## src/rtl/fa_dataflow_pkg.sv

```systemverilog
// Shared definitions for the adders library leaf cell.
// FA_TT_W is the width of the full-adder truth-table index {a, b, cin}.
// FA_TT_DEPTH is the number of entries in that table.
package fa_dataflow_pkg;

    localparam int FA_TT_W     = 3;
    localparam int FA_TT_DEPTH = 1 << FA_TT_W;

endpackage

```

## src/rtl/fa_dataflow_bit.sv

```systemverilog
// fa_bit: pure combinational 1-bit full adder, dataflow equations only.
// Ports:
//   a, b  - addend bits
//   cin   - carry in
//   s     - sum, a ^ b ^ cin
//   cout  - carry out, majority of a, b and cin
module fa_bit (
    input  logic a,
    input  logic b,
    input  logic cin,
    output logic s,
    output logic cout
);

    logic p;

    // p is the propagate term. It is shared by the sum and the carry equations.
    assign p    = a ^ b;
    assign s    = p ^ cin;
    assign cout = (a & b) | (cin & p);

endmodule

```

## src/rtl/fa_dataflow.sv

```systemverilog
// fa_dataflow: a 1-bit full adder with combinational s/cout outputs and an
// optional registered output stage that has a capture enable.
// Ports:
//   clk     - rising-edge clock for the registered stage
//   rst     - synchronous, active-high reset; it has priority over en
//   a, b    - addend bits
//   cin     - carry in
//   en      - capture enable for the registered stage
//   s       - combinational sum
//   cout    - combinational carry out
//   s_q     - registered sum; holds its value while en is low
//   cout_q  - registered carry out; holds its value while en is low
//   vld_q   - high for exactly the cycle after a capture
// Parameter:
//   REG_OUT - 1 builds the register stage; 0 ties s_q/cout_q/vld_q to 0
module fa_dataflow
    import fa_dataflow_pkg::*;
#(
    parameter bit REG_OUT = 1'b1
) (
    input  logic clk,
    input  logic rst,
    input  logic a,
    input  logic b,
    input  logic cin,
    input  logic en,
    output logic s,
    output logic cout,
    output logic s_q,
    output logic cout_q,
    output logic vld_q
);

    fa_bit u_fa_bit (
        .a    (a),
        .b    (b),
        .cin  (cin),
        .s    (s),
        .cout (cout)
    );

    generate
        if (REG_OUT) begin : g_reg
            logic s_d;
            logic cout_d;
            logic vld_d;

            always_comb begin
                s_d    = s_q;
                cout_d = cout_q;
                vld_d  = 1'b0;
                if (en) begin
                    s_d    = s;
                    cout_d = cout;
                    vld_d  = 1'b1;
                end
            end

            always_ff @(posedge clk) begin
                if (rst) begin
                    s_q    <= 1'b0;
                    cout_q <= 1'b0;
                    vld_q  <= 1'b0;
                end else begin
                    s_q    <= s_d;
                    cout_q <= cout_d;
                    vld_q  <= vld_d;
                end
            end
        end else begin : g_noreg
            // clk, rst and en have no function in this build.
            logic unused_ctl;
            assign unused_ctl = ^{clk, rst, en};

            assign s_q    = 1'b0;
            assign cout_q = 1'b0;
            assign vld_q  = 1'b0;
        end
    endgenerate

endmodule

```

## config.mk

```make
export PLATFORM = sky130hd
export DESIGN_NAME = fa_dataflow
export DESIGN_NICKNAME = d
export VERILOG_FILES = /design/src/rtl/fa_dataflow_pkg.sv /design/src/rtl/fa_dataflow_bit.sv /design/src/rtl/fa_dataflow.sv
export SDC_FILE = /design/constraint.sdc
export NUM_CORES = 1
export LEC_CHECK = 0
export CORE_AREA = 5 5 42 44
export CTS_CLUSTER_DIAMETER = 200
export DETAILED_ROUTE_END_ITERATION = 8
export DIE_AREA = 0 0 47 49
export SLEW_MARGIN = 30
export SYNTH_ARGS = -nofsm -noshare
export SYNTH_HDL_FRONTEND = slang
export SYNTH_SLANG_ARGS = --single-unit
```

## constraint.sdc

```tcl
create_clock -name clk -period 2.4 [get_ports clk]
set_clock_uncertainty 0.1 [all_clocks]
set_input_delay 0.36 -clock clk [delete_from_list [all_inputs] [get_ports clk]]
set_output_delay 0.36 -clock clk [all_outputs]
set_load 0.01 [all_outputs]
```

# Word-level counts from Yosys, hierarchy flattened
# Cells that the tools add are included.
[word_totals] register_bits=3 inputBits=6 output_inout_bits=5 elab_cells=9
[classes] n_mux=1 bitwise_logic=5
[op_table] op="AND 1 bit" n=2
[op_table] op="XOR 1 bit" n=2
[op_table] op="two-way mux 1 bit" n=1
[op_table] op="OR 1 bit" n=1

# Depth between registers and ports, before layout
[depth] ltp_word=3 mapped_depth=3 ltp_nobuf=3

# By module
# Synthesis repeated with hierarchy kept, for this count alone.
[hier_totals] hier_cells=9 area_unflattened_um2=113.9
[by_module_without_submodules] mod="fa_dataflow" instances=1 cells_per_inst=8 area_each_um2=93.8 seq_area_each_um2=60.1
[by_module_without_submodules] mod="fa_bit" instances=1 cells_per_inst=1 area_each_um2=20.0 seq_area_each_um2=0.0

# Worst setup path before layout
# Ideal clock, no wire load.
[synth_path] path_kind="input to output" from="input a" to="output s" t_arrival_ps=949 required_ps=1940 setup_slack_ps=991 path_stages=1 path_buffers=0 path_cell_list="fa_1"
[synth_via] elab_chain_len=2
[synth_lines] element="start: declaration" line_no="fa_dataflow.sv:23" text="input logic a,"
[synth_lines] element="XOR 1 bit" line_no="fa_dataflow_bit.sv:18" text="assign p = a ^ b;"
[synth_lines] element="XOR 1 bit" line_no="fa_dataflow_bit.sv:19" text="assign s = p ^ cin;"
[synth_lines] element="end: declaration" line_no="fa_dataflow.sv:27" text="output logic s,"
# Every way passes these cells.

# Final worst setup path
[layout_path] from="input a" to="output cout"
[layout_via] elab_chain_len=3 elab_cells_between_ends=4 cone_classes="bitwise (4)"
[layout_lines] element="XOR 1 bit" line_no="fa_dataflow_bit.sv:18"
[layout_lines] element="AND 1 bit" line_no="fa_dataflow_bit.sv:20" text="assign cout = (a & b) | (cin & p);"
[layout_lines] element="OR 1 bit *" line_no="fa_dataflow_bit.sv:20"
[layout_lines] element="end: declaration" line_no="fa_dataflow.sv:28" text="output logic cout,"
# Mark *: on every way between the ends. The rest lies on a longest branch, timed or not.

==> flow_metrics.tcl <==
set metrics [dict create \
    crit_start "a" \
    dieWidth_um 47 \
    syn_to_final_growth_pct 127.5 \
    cts_hold_buf 0 \
    core-area_sq_um 1401 \
    regToRegSetupSlack_ns 1.71 \
    synth_nets 16 \
    worst_setup_path_end_kind "primary output" \
    wl_per_cell_um 8.641 \
    power.leakage_nw 0.1043 \
    met1_usage_pct 4.857 \
    place_inst 35 \
    rows 14 \
    drt-pass1-iter-count 4 \
    yosysWarnings 0 \
    layout-drive-gt1-share_pct 13.04 \
    ys_ff_latch 3 \
    clkLatencyLatePin_ns 0.23 \
    min_from "s_q" \
    start_util_pct 8.125 \
    drtIter0Drc 2 \
    slew_headroom_pct 91.65 \
    hold_path_class "reg -> reg" \
    synth_top_flop_cell "dfxtp_1" \
    htreeDepth 1 \
    yosysTopAreaCell "dfxtp_1" \
    clock_path_buffers 2 \
    post_synth_num_cell_types 5 \
    fin_crit_sh_pct 91.73 \
    ant_nets 0 \
    synth_common_cells "dfxtp_1, mux2i_1, nor2_1, fa_1, nor2b_1" \
    grt.total_usage_pct 4.372 \
    ys_seq_area_share_pct 52.75 \
    grt_max_degree 4 \
    critPathMaxFanout 2 \
    busiest_layer "met3" \
    reg2regPathDepth 2 \
    portBuffers 10 \
    vias_per_cell 3.026 \
    die_h_um 49 \
    path_class "in -> out" \
    crit_arrival_ns 1.74 \
    final-hold-violation-count 0 \
    period_needed_ns 2.201 \
    layout.nets 31 \
    numCtsBuffers 3 \
    path_clk_slew_ns 0.04 \
    antenna_found_initial 0 \
    postSynth.asyncResetShare_pct 0 \
    synth_cells 9 \
    max_freq_mhz 454.2 \
    final_cells 39 \
    syn_area_per_cell_sq_um 12.65 \
    rsz0062_at_grt "no" \
    num_vias 118 \
    drc 0 \
    vdd_drop_max_v 0.0001506 \
    start_kind "input port" \
    cts.sinks 3 \
    holdPathStages 2 \
    synthesis.area_sq_um 113.9 \
    fin_total_pwr_w 0.0001798 \
    synth_area_leaders "dfxtp_1, fa_1, mux2i_1" \
    grt_pass1_vias 143 \
    dieArea_sq_um 2303 \
    setup_viol_count_final 0 \
    synth_edf_count 0 \
    tightest_slew_ns 0.1218 \
    synth.most_common_cell "dfxtp_1" \
    met3_usage_pct 5.904 \
    r2r_start "cout_q" \
    grt_util_met2_pct 3.394 \
    synth_top_area_share_pct 52.75 \
    finalWeightedCongestion 0.6443 \
    r2r_end "cout_q" \
    overflow 0 \
    required_ns 1.94 \
    holdPathEnd "s_q" \
    pin_count 11 \
    status "completed" \
    drv_slew 0 \
    cts-root-buf "clkbuf_4" \
    pwr_density_cell_nw_per_um2 694.1 \
    num_antenna_cells 0 \
    max_cap_viol_count 0 \
    wl_um 337 \
    cts_tree "done" \
    grt_pass1_wl_um 579 \
]
area by class of cell:
class	instances	area (sq um)
Multi-Input combinational cell	6	53.80
Sequential cell	3	60.06
Tap cell	16	20.02
Fill cell	174	1142
Timing Repair Buffer	10	98.84
Clock buffer	4	26.28
cell families (layout without fill, tap and decap cells):
group | after synthesis | in the layout | synth area share [%]
fa+ha+maj | 1 | 1 | 17.58
buf+inv | 0 | 14 | 0
flops | 3 | 3 | 52.75
mux | 2 | 2 | 17.58
simple gates | 3 | 3 | 12.09
power breakdown:
group	switching [W]	internal (W)	total, W
logic	0.0000137	0.0000227	0.0000365
registers	0.00000157	0.0000538	0.0000554
clock network	0.0000256	0.0000623	0.0000879
total	0.0000410	0.000139	0.000180
worst max-delay path: stages:
cell             delay (ns)
clkdlybuf4s50_1        0.43
fa_1                   0.45
clkdlybuf4s50_1        0.50
layout by cell type, fill, tap and decap left out:
cell type,Yosys,routed
clkdlybuf4s50_1,0,9
clkbuf_4,0,3
dlygate4sd2_1,0,1
clkbuf_1,0,1
nor2_1,2,2
nor2b_1,1,1
dfxtp_1,3,3
mux2i_1,2,2
fa_1,1,1
how the worst max path moves through the flow:
stage | slack, ns | to | cells after the start
2_1_floorplan | 0.99 | s | 1
3_3_place_gp | 0.02 | s | 3
3_5_place_dp | -0.004 | s | 3
4_1_cts | 0.19 | cout | 3
5_1_grt | 0.15 | cout | 3
6_report | 0.20 | cout | 3
routing by layer:
layer,part of all wire [%],wire length [um]
met5,0,0
met4,0,0
met3,22,75
met2,26,88
met1,51,173
sequential cells by signal (all words and copies together) (netlist names):
register	cells
cout_q	1
vld_q	1
s_q	1
through the flow:
stage	instance area, sq um	hold slack [ns]	utilization (%)	setup TNS [ns]	worst slack [ns]
2_1_floorplan	113.9	0.3316	-	0	0.9915
3_3_place_gp	234.0	0.3760	16.70	0	0.02069
3_5_place_dp	234.0	0.3853	16.70	-0.003538	-0.003538
4_1_cts	259.0	0.3947	18.48	0	0.1895
5_1_grt	259.0	0.4578	18.48	0	0.1517
6_report	259.0	0.3876	18.48	0	0.1985
repair_timing:
action | 4_1_cts | 5_1_grt
endpoints found under the setup margin | 1 | 0
resized for setup | 1 | 0
buffers inserted | 0 | 0
Power figures use the tool's default switching activity.
